## src/rtl/lcd_bus_driver.sv

```systemverilog
// HD44780 4-bit bus executor: sends {RS,RW,DB7..DB0} as two enable-strobed nibbles, then holds busy for the execution time.
// Optional macro LCD_POWERON_INIT_EN adds the power-on wait and 3,3,3,2 init nibble sequence ahead of IDLE.
module lcd_bus_driver #(
    parameter int unsigned T_SETUP     = 32'd2,
    parameter int unsigned T_E_HIGH    = 32'd12,
    parameter int unsigned T_NIB_GAP   = 32'd50,
    parameter int unsigned T_EXEC      = 32'd2000,
    parameter int unsigned T_EXEC_LONG = 32'd82000,
    parameter int unsigned T_PWR       = 32'd750000
) (
    input  logic       clk,
    input  logic       reset,
    input  logic       next_instruction,
    input  logic [9:0] db,
    output logic       busy,
    output logic       lcd_rs,
    output logic       lcd_rw,
    output logic       lcd_e,
    output logic [3:0] lcd_d,
    output logic       sf_ce0
);

    localparam logic [3:0] S_IDLE       = 4'd0;
    localparam logic [3:0] S_SETUP_HI   = 4'd1;
    localparam logic [3:0] S_E_HI       = 4'd2;
    localparam logic [3:0] S_GAP        = 4'd3;
    localparam logic [3:0] S_SETUP_LO   = 4'd4;
    localparam logic [3:0] S_E_LO       = 4'd5;
    localparam logic [3:0] S_EXEC_WAIT  = 4'd6;
    localparam logic [3:0] S_PWR_WAIT   = 4'd7;
    localparam logic [3:0] S_INIT_SETUP = 4'd8;
    localparam logic [3:0] S_INIT_E     = 4'd9;
    localparam logic [3:0] S_INIT_WAIT  = 4'd10;

    function automatic int unsigned max2(input int unsigned a, input int unsigned b);
        return (a > b) ? a : b;
    endfunction

    // Counters hold (duration - 1) at most, so the largest duration sets the width.
    localparam int unsigned CNT_MAX = max2(max2(max2(T_SETUP, T_E_HIGH), max2(T_NIB_GAP, T_EXEC)),
                                           max2(T_EXEC_LONG, max2(T_PWR, 32'd205000)));
    localparam int unsigned CNT_W   = $clog2(CNT_MAX);

    logic [3:0]       r_state;
    logic [CNT_W-1:0] r_cnt;
    logic             r_busy;
    logic             r_rs;
    logic             r_e;
    logic [3:0]       r_d;
    logic [3:0]       r_lo;
    logic             r_long;

    logic [3:0]       w_state_nxt;
    logic [CNT_W-1:0] w_cnt_nxt;
    logic [CNT_W-1:0] w_dur;
    logic             w_last;
    logic             w_busy_nxt;
    logic             w_rs_nxt;
    logic             w_e_nxt;
    logic [3:0]       w_d_nxt;
    logic [3:0]       w_lo_nxt;
    logic             w_long_nxt;
    logic             w_unused;

`ifdef LCD_POWERON_INIT_EN
    logic [1:0] r_idx;
    logic [1:0] w_idx_nxt;
    localparam logic [3:0]  RST_STATE = S_PWR_WAIT;
    localparam logic        RST_BUSY  = 1'b1;
`else
    localparam logic [3:0]  RST_STATE = S_IDLE;
    localparam logic        RST_BUSY  = 1'b0;
`endif

    // RW is accepted in the word but this block only ever writes.
    assign w_unused = db[8];
    assign w_last   = (r_cnt == w_dur);

    // Last count value of the current timed state.
    always_comb begin
        w_dur = {CNT_W{1'b0}};
        case (r_state)
            S_SETUP_HI, S_SETUP_LO: w_dur = CNT_W'(T_SETUP - 32'd1);
            S_E_HI, S_E_LO:         w_dur = CNT_W'(T_E_HIGH - 32'd1);
            S_GAP:                  w_dur = CNT_W'(T_NIB_GAP - 32'd1);
            S_EXEC_WAIT:            w_dur = r_long ? CNT_W'(T_EXEC_LONG - 32'd1) : CNT_W'(T_EXEC - 32'd1);
`ifdef LCD_POWERON_INIT_EN
            S_PWR_WAIT:             w_dur = CNT_W'(T_PWR - 32'd1);
            S_INIT_SETUP:           w_dur = CNT_W'(T_SETUP - 32'd1);
            S_INIT_E:               w_dur = CNT_W'(T_E_HIGH - 32'd1);
            S_INIT_WAIT: begin
                case (r_idx)
                    2'd0:    w_dur = CNT_W'(32'd204999);
                    2'd1:    w_dur = CNT_W'(32'd4999);
                    default: w_dur = CNT_W'(32'd1999);
                endcase
            end
`endif
            default:                w_dur = {CNT_W{1'b0}};
        endcase
    end

    // Next-state and next-output decode; outputs change only on state transitions.
    always_comb begin
        w_state_nxt = r_state;
        w_busy_nxt  = r_busy;
        w_rs_nxt    = r_rs;
        w_e_nxt     = r_e;
        w_d_nxt     = r_d;
        w_lo_nxt    = r_lo;
        w_long_nxt  = r_long;
        w_cnt_nxt   = w_last ? {CNT_W{1'b0}} : (r_cnt + {{(CNT_W-1){1'b0}}, 1'b1});
`ifdef LCD_POWERON_INIT_EN
        w_idx_nxt   = r_idx;
`endif
        case (r_state)
            S_IDLE: begin
                if (next_instruction) begin
                    w_state_nxt = S_SETUP_HI;
                    w_busy_nxt  = 1'b1;
                    w_rs_nxt    = db[9];
                    w_d_nxt     = db[7:4];
                    w_lo_nxt    = db[3:0];
                    w_long_nxt  = (db == 10'h001) || (db[9:1] == 9'h001);
                    w_e_nxt     = 1'b0;
                end else begin
                    w_busy_nxt  = 1'b0;
                    w_e_nxt     = 1'b0;
                end
            end
            S_SETUP_HI: begin
                if (w_last) begin w_state_nxt = S_E_HI; w_e_nxt = 1'b1; end
                else        begin w_e_nxt = 1'b0; end
            end
            S_E_HI: begin
                if (w_last) begin w_state_nxt = S_GAP; w_e_nxt = 1'b0; end
                else        begin w_e_nxt = 1'b1; end
            end
            S_GAP: begin
                if (w_last) begin w_state_nxt = S_SETUP_LO; w_d_nxt = r_lo; end
                else        begin w_e_nxt = 1'b0; end
            end
            S_SETUP_LO: begin
                if (w_last) begin w_state_nxt = S_E_LO; w_e_nxt = 1'b1; end
                else        begin w_e_nxt = 1'b0; end
            end
            S_E_LO: begin
                if (w_last) begin w_state_nxt = S_EXEC_WAIT; w_e_nxt = 1'b0; end
                else        begin w_e_nxt = 1'b1; end
            end
            S_EXEC_WAIT: begin
                if (w_last) begin w_state_nxt = S_IDLE; w_busy_nxt = 1'b0; end
                else        begin w_e_nxt = 1'b0; end
            end
`ifdef LCD_POWERON_INIT_EN
            S_PWR_WAIT: begin
                if (w_last) begin w_state_nxt = S_INIT_SETUP; w_d_nxt = 4'h3; w_idx_nxt = 2'd0; end
                else        begin w_e_nxt = 1'b0; end
            end
            S_INIT_SETUP: begin
                if (w_last) begin w_state_nxt = S_INIT_E; w_e_nxt = 1'b1; end
                else        begin w_e_nxt = 1'b0; end
            end
            S_INIT_E: begin
                if (w_last) begin w_state_nxt = S_INIT_WAIT; w_e_nxt = 1'b0; end
                else        begin w_e_nxt = 1'b1; end
            end
            S_INIT_WAIT: begin
                if (w_last && (r_idx == 2'd3)) begin
                    w_state_nxt = S_IDLE;
                    w_busy_nxt  = 1'b0;
                end else if (w_last) begin
                    w_state_nxt = S_INIT_SETUP;
                    w_idx_nxt   = r_idx + 2'd1;
                    w_d_nxt     = (r_idx == 2'd2) ? 4'h2 : 4'h3;
                end else begin
                    w_e_nxt     = 1'b0;
                end
            end
`endif
            default: begin
                w_state_nxt = S_IDLE;
                w_busy_nxt  = 1'b0;
                w_e_nxt     = 1'b0;
            end
        endcase
    end

    // State, counter and registered LCD outputs with synchronous active-low reset.
    always_ff @(posedge clk) begin
        if (!reset) begin
            r_state <= RST_STATE;
            r_cnt   <= {CNT_W{1'b0}};
            r_busy  <= RST_BUSY;
            r_rs    <= 1'b0;
            r_e     <= 1'b0;
            r_d     <= 4'h0;
            r_lo    <= 4'h0;
            r_long  <= 1'b0;
`ifdef LCD_POWERON_INIT_EN
            r_idx   <= 2'd0;
`endif
        end else begin
            r_state <= w_state_nxt;
            r_cnt   <= w_cnt_nxt;
            r_busy  <= w_busy_nxt;
            r_rs    <= w_rs_nxt;
            r_e     <= w_e_nxt;
            r_d     <= w_d_nxt;
            r_lo    <= w_lo_nxt;
            r_long  <= w_long_nxt;
`ifdef LCD_POWERON_INIT_EN
            r_idx   <= w_idx_nxt;
`endif
        end
    end

    assign busy   = r_busy;
    assign lcd_rs = r_rs;
    assign lcd_e  = r_e;
    assign lcd_d  = r_d;
    assign lcd_rw = 1'b0;
    assign sf_ce0 = 1'b1;

endmodule

```

## config.mk

```make
export PLATFORM = sky130hd
export DESIGN_NAME = lcd_bus_driver
export DESIGN_NICKNAME = d
export VERILOG_FILES = /design/src/rtl/lcd_bus_driver.sv
export SDC_FILE = /design/constraint.sdc
export NUM_CORES = 1
export LEC_CHECK = 0
export BUFFER_PORTS_ARGS = -buffer_cell sky130_fd_sc_hd__buf_2
export CORE_MARGIN = 1
export CORE_UTILIZATION = 43
export DETAILED_ROUTE_END_ITERATION = 10
export GPL_TIMING_DRIVEN = 0
export PLACE_DENSITY_LB_ADDON = 0.15
export SETUP_SLACK_MARGIN = 0.02
export SLEW_MARGIN = 20
export SYNTH_ARGS = -nofsm -noshare
export SYNTH_HDL_FRONTEND = slang
export SYNTH_SLANG_ARGS = --single-unit
```

## constraint.sdc

```tcl
create_clock -name clk -period 2.79 [get_ports clk]
set_input_delay 0.1395 -clock clk [delete_from_list [all_inputs] [get_ports clk]]
set_output_delay 0.1395 -clock clk [all_outputs]
set_load 0.02 [all_outputs]
```

==> results of run 1 <==
-- metal layers --
layer  share of wire  vias to the layer above  track usage
met2            0.47                       15        0.281
met4          0.0036                        0       0.0559
li1                -                      840            -
met5               0                        -            0
met3           0.028                        2       0.0411
met1            0.50                      741        0.245
-- flip-flops by register name, summed over array words and instances, names as in the netlist --
name / count
r_lo: 4
r_state: 3
lcd_d: 4
r_long: 1
r_cnt: 20
busy: 1
lcd_e: 1
lcd_rs: 1
-- cells in the mapped netlist, types with 2 or more instances --
library cell / count / area share
buf_2: 2 / 0.0055
and4_1: 2 / 0.0096
nand2b_1: 4 / 0.014
or4_1: 3 / 0.012
buf_4: 3 / 0.012
a31oi_1: 6 / 0.021
dfxtp_1: 35 / 0.39
nand4_1: 7 / 0.024
mux2i_1: 3 / 0.017
or3_1: 2 / 0.0069
nor3_1: 5 / 0.014
a21oi_1: 20 / 0.055
a211oi_1: 2 / 0.0083
xor2_1: 9 / 0.043
conb_1: 2 / 0.0041
nor4_1: 4 / 0.014
nand3_1: 7 / 0.019
and2_1: 5 / 0.017
or2_2: 3 / 0.010
or3b_2: 2 / 0.0096
clkbuf_1: 6 / 0.012
inv_1: 4 / 0.0083
nand3b_1: 2 / 0.0083
nor2_1: 32 / 0.066
o21ai_0: 2 / 0.0055
nand2_1: 32 / 0.066
xnor2_1: 10 / 0.048
-- power groups by stage --
stage | Combinational, mW | Sequential (mW) | Clock (mW)
6_report | 0.594 | 0.614 | 0.436
4_1_cts | 0.599 | 0.613 | 0.446
2_1_floorplan | 0.428 | 0.644 | 0
3_5_place_dp | 0.596 | 0.624 | 0
3_3_place_gp | 0.595 | 0.622 | 0
5_1_grt | 0.668 | 0.623 | 0.463
-- critical path: stages (launching register included) --
cell and delay, ps:
dfxtp_1 310, buf_4 130, and3b_1 170, buf_2 140
o22a_1 230, a2111oi_4 590, nand3_4 180, nand2_1 330
buf_2 300, nor2_1 80
-- layout make-up --
cell class | count | area [um^2]
plain buffers | 11 | 55.1
clock buffers | 6 | 72.6
clock inverters | 1 | 30.0
fillers | 403 | 1950
inverters | 4 | 15.0
multi-input cells | 178 | 1050
flip-flops and latches | 35 | 701
well taps | 50 | 62.6
repair buffers | 19 | 95.1
-- cells by family after synthesis --
kind of cell    count (synthesis)  share of synthesized area
other cells                     2                    0.00413
fa+ha+maj                       1                    0.00688
simple gates                  114                      0.312
compound gates                 39                      0.145
flops                          35                      0.385
buf+inv                        15                     0.0385
xor+xnor                       19                     0.0915
mux                             3                     0.0165
-- worst min path at each step --
stage / startpoint / to / depth (start not counted) / slack (ps)
CTS: db[9] / lcd_rs$_SDFFE_PN0P_ / 3 / 100
global route: db[1] / r_lo[1]$_SDFFE_PN0P_ / 3 / 110
finish: db[9] / lcd_rs$_SDFFE_PN0P_ / 3 / 110
global placement: db[1] / r_lo[1]$_SDFFE_PN0P_ / 3 / 400
floorplan: db[0] / r_lo[0]$_SDFFE_PN0P_ / 2 / 280
detailed placement: db[9] / lcd_rs$_SDFFE_PN0P_ / 3 / 410
-- metrics by stage --
stage	setup WS [ps]	cell area [um^2]	power, mW	instances
after floorplan	480	1820	1.07	228
after global placement	146	1980	1.22	297
after detailed placement	158	1980	1.22	297
after CTS	135	2080	1.66	304
after global routing	26.5	2080	1.75	304
final	218	2080	1.64	304
-- repair_timing --
action,4_1_cts,5_1_grt
buffers inserted,0,0
gates resized for setup,0,0
endpoints found under the setup margin,0,10
==> out/results.tsv, run 1 <==
metric	value	unit
result of the run	finished, final reports clean	
Initial Utilization	0.451	
GRT Overall Usage	0.181	
IO Pins	22	
RSZ-0062 raised after global routing	false	
crit share post-route	0.922	
GPL Wtd Cong	0.720	
CP Launch Type	register	
Yosys reg bits	35	
wire length of the first global-routing pass	6200	um
P_sw	601	uW
Worst Clk Skew	5.55	ps
Worst R2R Path Depth	9	
dpl hpwl	2710	um
CTS Root Cell	clkbuf_8	
Vias	1598	
Vias per Instance	5.26	
Flop pwr share	0.373	
commonest non-fill, non-tap cell in the layout	dfxtp_1	
syn_area_per_cell	7.97	um^2
max-slew violations	0	
FFs w/ async S/R, synth	0	
H-tree lvl count	2	
global route overflow	0	
Max Freq	389	MHz
Final min period	2570	ps
kind of critical path	reg -> reg	
Die Footprint	4490	um^2
worst slew pin tran	613	ps
worst-case clock buffer depth	2	
Synth Instances	228	
Leak	0.764	nW
core area	4030	um^2
Top FF cell, synth	dfxtp_1	
number of cell rows	23	
WL per Instance	11.9	um
CP arrival	2740	ps
maxcap violations	0	
die span in x	67.0	um
reg-to-reg endpoint	r_cnt[0]$_SDFF_PP0_	
Worst Setup SP	r_state[0]$_SDFFE_PN0P_	
# nets final	268	
Initial DRT Pass Iterations	4	
Syn Nets	242	
die extent in y	67.0	um
cts bufs inserted	5	
initial antenna violation count	0	
Worst Path Max Fanout	10	
I/O Buffers	19	
Power per Cell Area	791	nW/um^2
n_diodes	0	
Critical Path Sink	r_cnt[0]$_SDFF_PP0_	
vias in the first global route	1421	
Reg clk slew, reported paths	70	ps
Worst VDD drop	554	uV
power share of the combinational group	0.361	
fraction of layout cells with a size suffix above 1	0.150	
final WL	3630	um
most frequent cells in the layout	dfxtp_1 (35), nand2_1 (32), nor2_1 (32)	
Post-synth EDFFs	0	
Clk Latency, worst-skew pair	280	ps
R2R Path Start	r_state[0]$_SDFFE_PN0P_	
TNS Setup	0	ps
Worst setup EP type	register	
drt drc	0	
worst hold-check slack	108	ps
mapped cell area	1820	um^2
area grow syn2layout	14.3	%
YS warnings	0	
post-synthesis sequential area ratio	0.385	
ANT nets after route	0	
Data required, critical path	2960	ps
Hold Crit Class	in -> reg	
R2R setup slack	220	ps
Internal Pwr Total	1.04	mW
count of cell types in the netlist	41	
Switching Fraction	0.365	
cts hold-fix bufs	0	
Clk pwr share	0.266	
First DRT Iteration DRCs	63	
slew margin rel.	0.591	
Num Clock Sinks	35	
final hold vios	0	
CTS tree	built	
Finished Core Util	0.516	
endpoints failing setup	0	
pin count of the biggest net entering global routing	11	
Note: power is estimated with default switching activity, not from simulation.
==> inputs of run 2 (changes only) <==
--- a/config.mk
+++ b/config.mk
@@ -10,6 +10,7 @@
 export CORE_UTILIZATION = 43
 export DETAILED_ROUTE_END_ITERATION = 10
 export GPL_TIMING_DRIVEN = 0
+export MAX_ROUTING_LAYER = met4
 export PLACE_DENSITY_LB_ADDON = 0.15
 export SETUP_SLACK_MARGIN = 0.02
 export SLEW_MARGIN = 20
==> run 2 against run 1 <==
Compared with the run above: sequential share of layout area stayed put; largest cell class unchanged; core utilization unchanged; largest power group unchanged; via count barely moved; die area did not move.
==> out/results.tsv, run 2 (synthesized netlist as in run 1, its figures left out) <==
metric	value	unit
CTS tree	built	
final hold vios	0	
I/O Buffers	19	
result of the run	finished, final reports clean	
post-cts resize count	0	
First DRT Iteration DRCs	67	
max FFs per register	20	
cts hold-fix bufs	0	
max-slew violations	0	
Internal Pwr Total	1.04	mW
WL per Instance	12.0	um
CP max stage delay	590	ps
die extent in y	67.0	um
Die Footprint	4490	um^2
total design power	1.65	mW
fraction of layout cells with a size suffix above 1	0.150	
pin count of the biggest net entering global routing	11	
global route overflow	0	
IO Pins	22	
commonest non-fill, non-tap cell in the layout	dfxtp_1	
power share of the combinational group	0.361	
Vias	1599	
Clk Latency, worst-skew pair	290	ps
Worst Path Buf+Inv	3	
Final min period	2570	ps
Leak	0.764	nW
n_diodes	0	
area grow syn2layout	14.3	%
worst hold-check slack	105	ps
Worst Clk Skew	5.48	ps
dpl hpwl	2710	um
CP Launch Type	register	
ANT nets after route	0	
Flop pwr share	0.373	
RSZ-0062 raised after global routing	false	
slew margin rel.	0.594	
Largest Register	r_cnt	
TNS Setup	0	ps
maxcap violations	0	
Power per Cell Area	792	nW/um^2
Worst Path Max Fanout	10	
worst-case clock buffer depth	2	
Num Clock Sinks	35	
Critical-path top delay cell	a2111oi_4	
vias in the first global route	1426	
initial antenna violation count	0	
Top delay family on crit path	compound AO/OA/AOI/OAI gates	
Data required, critical path	2960	ps
die span in x	67.0	um
post-CTS setup buffers	0	
wire length of the first global-routing pass	6200	um
critical path's most frequent cell	buf_2	
worst path cell trace	buf_4, and3b_1, buf_2, o22a_1, a2111oi_4, nand3_4, nand2_1, buf_2, nor2_1	
most frequent cells in the layout	dfxtp_1 (35), nand2_1 (32), nor2_1 (32)	
drt drc	0	
Clk pwr share	0.266	
final WL	3640	um
# nets final	268	
P_sw	602	uW
Vias per Instance	5.26	
CTS Root Cell	clkbuf_8	
Max Freq	389	MHz
endpoints failing setup	0	
Switching Fraction	0.366	
GRT Overall Usage	0.186	
cts bufs inserted	5	
crit share post-route	0.921	
Hold Crit Class	in -> reg	
kind of critical path	reg -> reg	
worst slew pin tran	609	ps
CP arrival	2740	ps
Initial DRT Pass Iterations	4	
core area	4030	um^2
Reg clk slew, reported paths	70	ps
Initial Utilization	0.451	
Worst setup EP type	register	
GPL Wtd Cong	0.729	
Worst VDD drop	555	uV
number of cell rows	23	
H-tree lvl count	2	
[run 2: cell counts in the layout (fill, tap and decap cells not counted)]
Identical to the previous run, type by type.
[run 2: routing by layer]
layer,global-route usage,vias up,wire length [um]
met5,-,-,0
met4,0.0559,0,13
met3,0.0411,2,134
met2,0.283,20,1680
met1,0.244,736,1810
li1,-,841,-
[run 2: cell type report]
cell class,instances,area (um^2)
inverter,4,15.0
multi-input combinational,178,1050
clock inverter,1,30.0
sequential,35,701
buffer,11,55.1
fill,403,1950
clock buffer,6,72.6
tap,50,62.6
timing repair buffer,19,95.1
[run 2: worst register-to-register path, stage by stage, from the launching register on]
cell       delay (ps)
dfxtp_1           310
buf_4             130
and3b_1           170
buf_2             150
o22a_1            230
a2111oi_4         590
nand3_4           180
nand2_1           330
buf_2             310
nor2_1             80
[run 2: through the flow]
step	instance area, um^2	instances	worst slack (ps)	util
floorplan	1820	228	480	-
global placement	1980	297	146	0.490
detailed placement	1980	297	158	0.490
CTS	2080	304	135	0.516
global route	2080	304	26.5	0.516
finish	2080	304	219	0.516
[run 2: power groups by stage]
stage / combinational, mW / sequential (mW) / clock, mW
2_1_floorplan: 0.428 / 0.644 / 0
3_3_place_gp: 0.595 / 0.622 / 0
3_5_place_dp: 0.596 / 0.624 / 0
4_1_cts: 0.599 / 0.613 / 0.446
5_1_grt: 0.668 / 0.623 / 0.463
6_report: 0.593 / 0.614 / 0.438
[run 2: final timing paths]
path / endpoint / slack [ps] / start / cells past startpoint
setup / recovery: r_cnt[0]$_SDFF_PP0_ / 220 / r_state[0]$_SDFFE_PN0P_ / 9
hold / removal: lcd_rs$_SDFFE_PN0P_ / 100 / db[9] / 3
setup reg to reg: r_cnt[0]$_SDFF_PP0_ / 220 / r_state[0]$_SDFFE_PN0P_ / 9
hold reg to reg: r_lo[2]$_SDFFE_PN0P_ / 460 / r_lo[2]$_SDFFE_PN0P_ / 2
==> inputs of run 3 (changes only) <==
--- a/config.mk
+++ b/config.mk
@@ -5,6 +5,7 @@
 export SDC_FILE = /design/constraint.sdc
 export NUM_CORES = 1
 export LEC_CHECK = 0
+export ABC_AREA = 1
 export BUFFER_PORTS_ARGS = -buffer_cell sky130_fd_sc_hd__buf_2
 export CORE_MARGIN = 1
 export CORE_UTILIZATION = 43
==> run 3 against run 2 <==
Compared with the run above: clock power fell by 18%; synthesized cell count rose by 24%; sequential power rose by 3%; die area rose by 3.5%; worst setup slack improved by 540 ps; maximum frequency rose by 27%; non-clock buffer count fell by 3; final cell count rose by 18%; critical path depth did not move; cell area rose by 2.2%; critical endpoint is now r_cnt[16]$_SDFF_PP0_; highest routed layer unchanged.
==> out/results.tsv, run 3 <==
metric	value	unit
Largest Register	r_cnt	
count leader, synth	nand2_1	
TNS Setup	0	ps
most used routing layer	met1	
GPL Wtd Cong	0.806	
P_sw	711	uW
largest family of logic cells by synthesized area	simple AND/OR/NAND/NOR gates	
Initial DRT Pass Iterations	4	
vias in the first global route	1502	
Syn Nets	297	
multi-input combinational cell area	986	um^2
GRT Overall Usage	0.202	
Internal Pwr Total	988	uW
Hold Crit Class	in -> reg	
CP Launch Type	register	
post-synthesis sequential area ratio	0.372	
Post-Synth Simple-Gate Area	0.366	
Reg clk slew, reported paths	70	ps
Worst Setup SP	r_cnt[0]$_SDFF_PP0_	
Max Freq	492	MHz
ANT nets after route	0	
adder-cell area share of the yosys netlist	0.00664	
Seq. cell area	701	um^2
Worst Clk Skew	7.81	ps
Synth Instances	283	
cts hold-fix bufs	0	
First DRT Iteration DRCs	122	
worst hold-check slack	136	ps
crit share post-route	0.728	
met2 usage	0.275	
core area	4120	um^2
commonest non-fill, non-tap cell in the layout	nand2_1	
Clk Latency, worst-skew pair	290	ps
Vias	1747	
endpoints failing setup	0	
Post-synth EDFFs	0	
final hold vios	0	
Worst VDD drop	332	uV
Data required, critical path	3000	ps
initial antenna violation count	0	
FFs w/ async S/R, synth	0	
n_diodes	0	
Post-synth top cells	nand2_1 (70), inv_1 (37), dfxtp_1 (35)	
IO Pins	22	
post-cts resize count	0	
Worst setup EP type	register	
result of the run	finished, final reports clean	
Top delay family on crit path	simple AND/OR/NAND/NOR gates	
FILL cells	441	
YS warnings	0	
maxcap violations	0	
cell taking the most area after synthesis	dfxtp_1	
syn_area_per_cell	6.65	um^2
RSZ-0062 raised after global routing	false	
Num Clock Sinks	35	
max FFs per register	20	
CP max stage delay	440	ps
Synth area leaders	dfxtp_1 (37%), nand2_1 (14%), inv_1 (7.4%)	
CP arrival	2240	ps
met1 Use GR	0.282	
I/O Buffers	19	
area grow syn2layout	12.8	%
final WL	3880	um
post-synthesis compound-gate area fraction	0.124	
R2R Path Start	r_cnt[0]$_SDFF_PP0_	
# nets final	323	
Top FF cell, synth	dfxtp_1	
GR Layer Usage met3	0.0550	
CTS Root Cell	clkbuf_8	
Flop pwr share	0.373	
kind of critical path	reg -> reg	
Vias per Instance	4.85	
power share of the combinational group	0.416	
Worst Path Max Fanout	6	
dpl hpwl	2960	um
Initial Utilization	0.458	
wire length of the first global-routing pass	6710	um
Clk pwr share	0.212	
reg-to-reg endpoint	r_cnt[16]$_SDFF_PP0_	
Die Footprint	4650	um^2
mux cell area share after synthesis	0	
Power per Cell Area	799	nW/um^2
critical path's most frequent cell	nand2_1	
Critical Path Sink	r_cnt[16]$_SDFF_PP0_	
die span in x	68.2	um
worst path cell trace	ha_1, nand2_1, nor2_1, nand2_1, nor3_2, nand4_1, nor2_1, nand2_1, a211oi_1	
Synth top area share	0.372	
number of cell rows	23	
H-tree lvl count	2	
Worst Path Buf+Inv	0	
Yosys reg bits	35	
mapped cell area	1880	um^2
drt drc	0	
cts bufs inserted	5	
Levels on crit path	9	
fraction of layout cells with a size suffix above 1	0.165	
global route overflow	0	
worst-case clock buffer depth	2	
max-slew violations	0	
Switching Fraction	0.418	
Final min period	2030	ps
Worst R2R Path Depth	9	
Leak	0.904	nW
count of cell types in the netlist	32	
area share of xor/xnor cells in the synthesized design	0.0233	
most frequent cells in the layout	nand2_1 (70), inv_1 (37), dfxtp_1 (35)	
die extent in y	68.2	um
Critical-path top delay cell	dfxtp_1	
R2R setup slack	760	ps
CTS tree	built	
post-CTS setup buffers	0	
WL per Instance	10.8	um
pin count of the biggest net entering global routing	12	
[run 3: cell count changes after synthesis, sizes merged, moves of 4 or more]
cell	change
a31oi	-4
nand3	+11
inv	+33
xnor2	-9
nor2	+5
and2	-5
nand2b	-4
nand2	+44
clkbuf	-4
o21ai	+13
xor2	-5
[run 3: worst reg2reg max path, stage by stage, from the launching register on]
cell and delay (ps):
dfxtp_1 440, ha_1 200, nand2_1 70, nor2_1 160, nand2_1 130, nor3_2 250, nand4_1 240, nor2_1 200
nand2_1 70, a211oi_1 180
[run 3: cell families after synthesis]
group / count (synthesis)
compound gates: 42
xor+xnor: 5
simple gates: 153
flops: 35
buf+inv: 45
fa+ha+maj: 1
other cells: 2
[run 3: metal layers]
layer,wire (um),up-vias
li1,-,947
met1,2100,765
met2,1570,30
met3,147,5
met4,57,0
met5,0,-
[run 3: power by group through the flow]
stage               Combinational, mW  Sequential [mW]  Clock [mW]
finish                          0.706            0.633       0.359
global route                    0.811            0.644       0.389
CTS                             0.715            0.633       0.364
detailed placement              0.711            0.644           0
global placement                0.704            0.646           0
floorplan                       0.527            0.660           0
[run 3: final cells by class]
cell class	instances	area share
Inverter	37	0.0654
Tap cell	50	0.0294
Timing Repair Buffer	19	0.0448
Sequential cell	35	0.330
Clock inverter	3	0.00707
Clock buffer	5	0.0324
Multi-Input combinational cell	203	0.464
Buffer	8	0.0271
[run 3: metrics by stage]
stage / total power [mW] / setup slack (ps) / area (um^2) / utilization / instances
2_1_floorplan: 1.19 / 1130 / 1880 / - / 283
3_3_place_gp: 1.35 / 795 / 2040 / 0.496 / 352
3_5_place_dp: 1.36 / 768 / 2040 / 0.496 / 352
4_1_cts: 1.71 / 743 / 2120 / 0.516 / 360
5_1_grt: 1.84 / 467 / 2120 / 0.516 / 360
6_report: 1.70 / 758 / 2120 / 0.516 / 360
[run 3: how the worst min path moves through the flow]
stage,cells past startpoint,startpoint,to
after floorplan,2,reset,r_state[1]$_SDFFE_PN0P_
after global placement,3,db[0],r_lo[0]$_SDFFE_PN0P_
after detailed placement,2,r_lo[0]$_SDFFE_PN0P_,r_lo[0]$_SDFFE_PN0P_
after CTS,3,next_instruction,lcd_rs$_SDFFE_PN0P_
after global routing,3,db[9],lcd_rs$_SDFFE_PN0P_
final,3,next_instruction,lcd_rs$_SDFFE_PN0P_
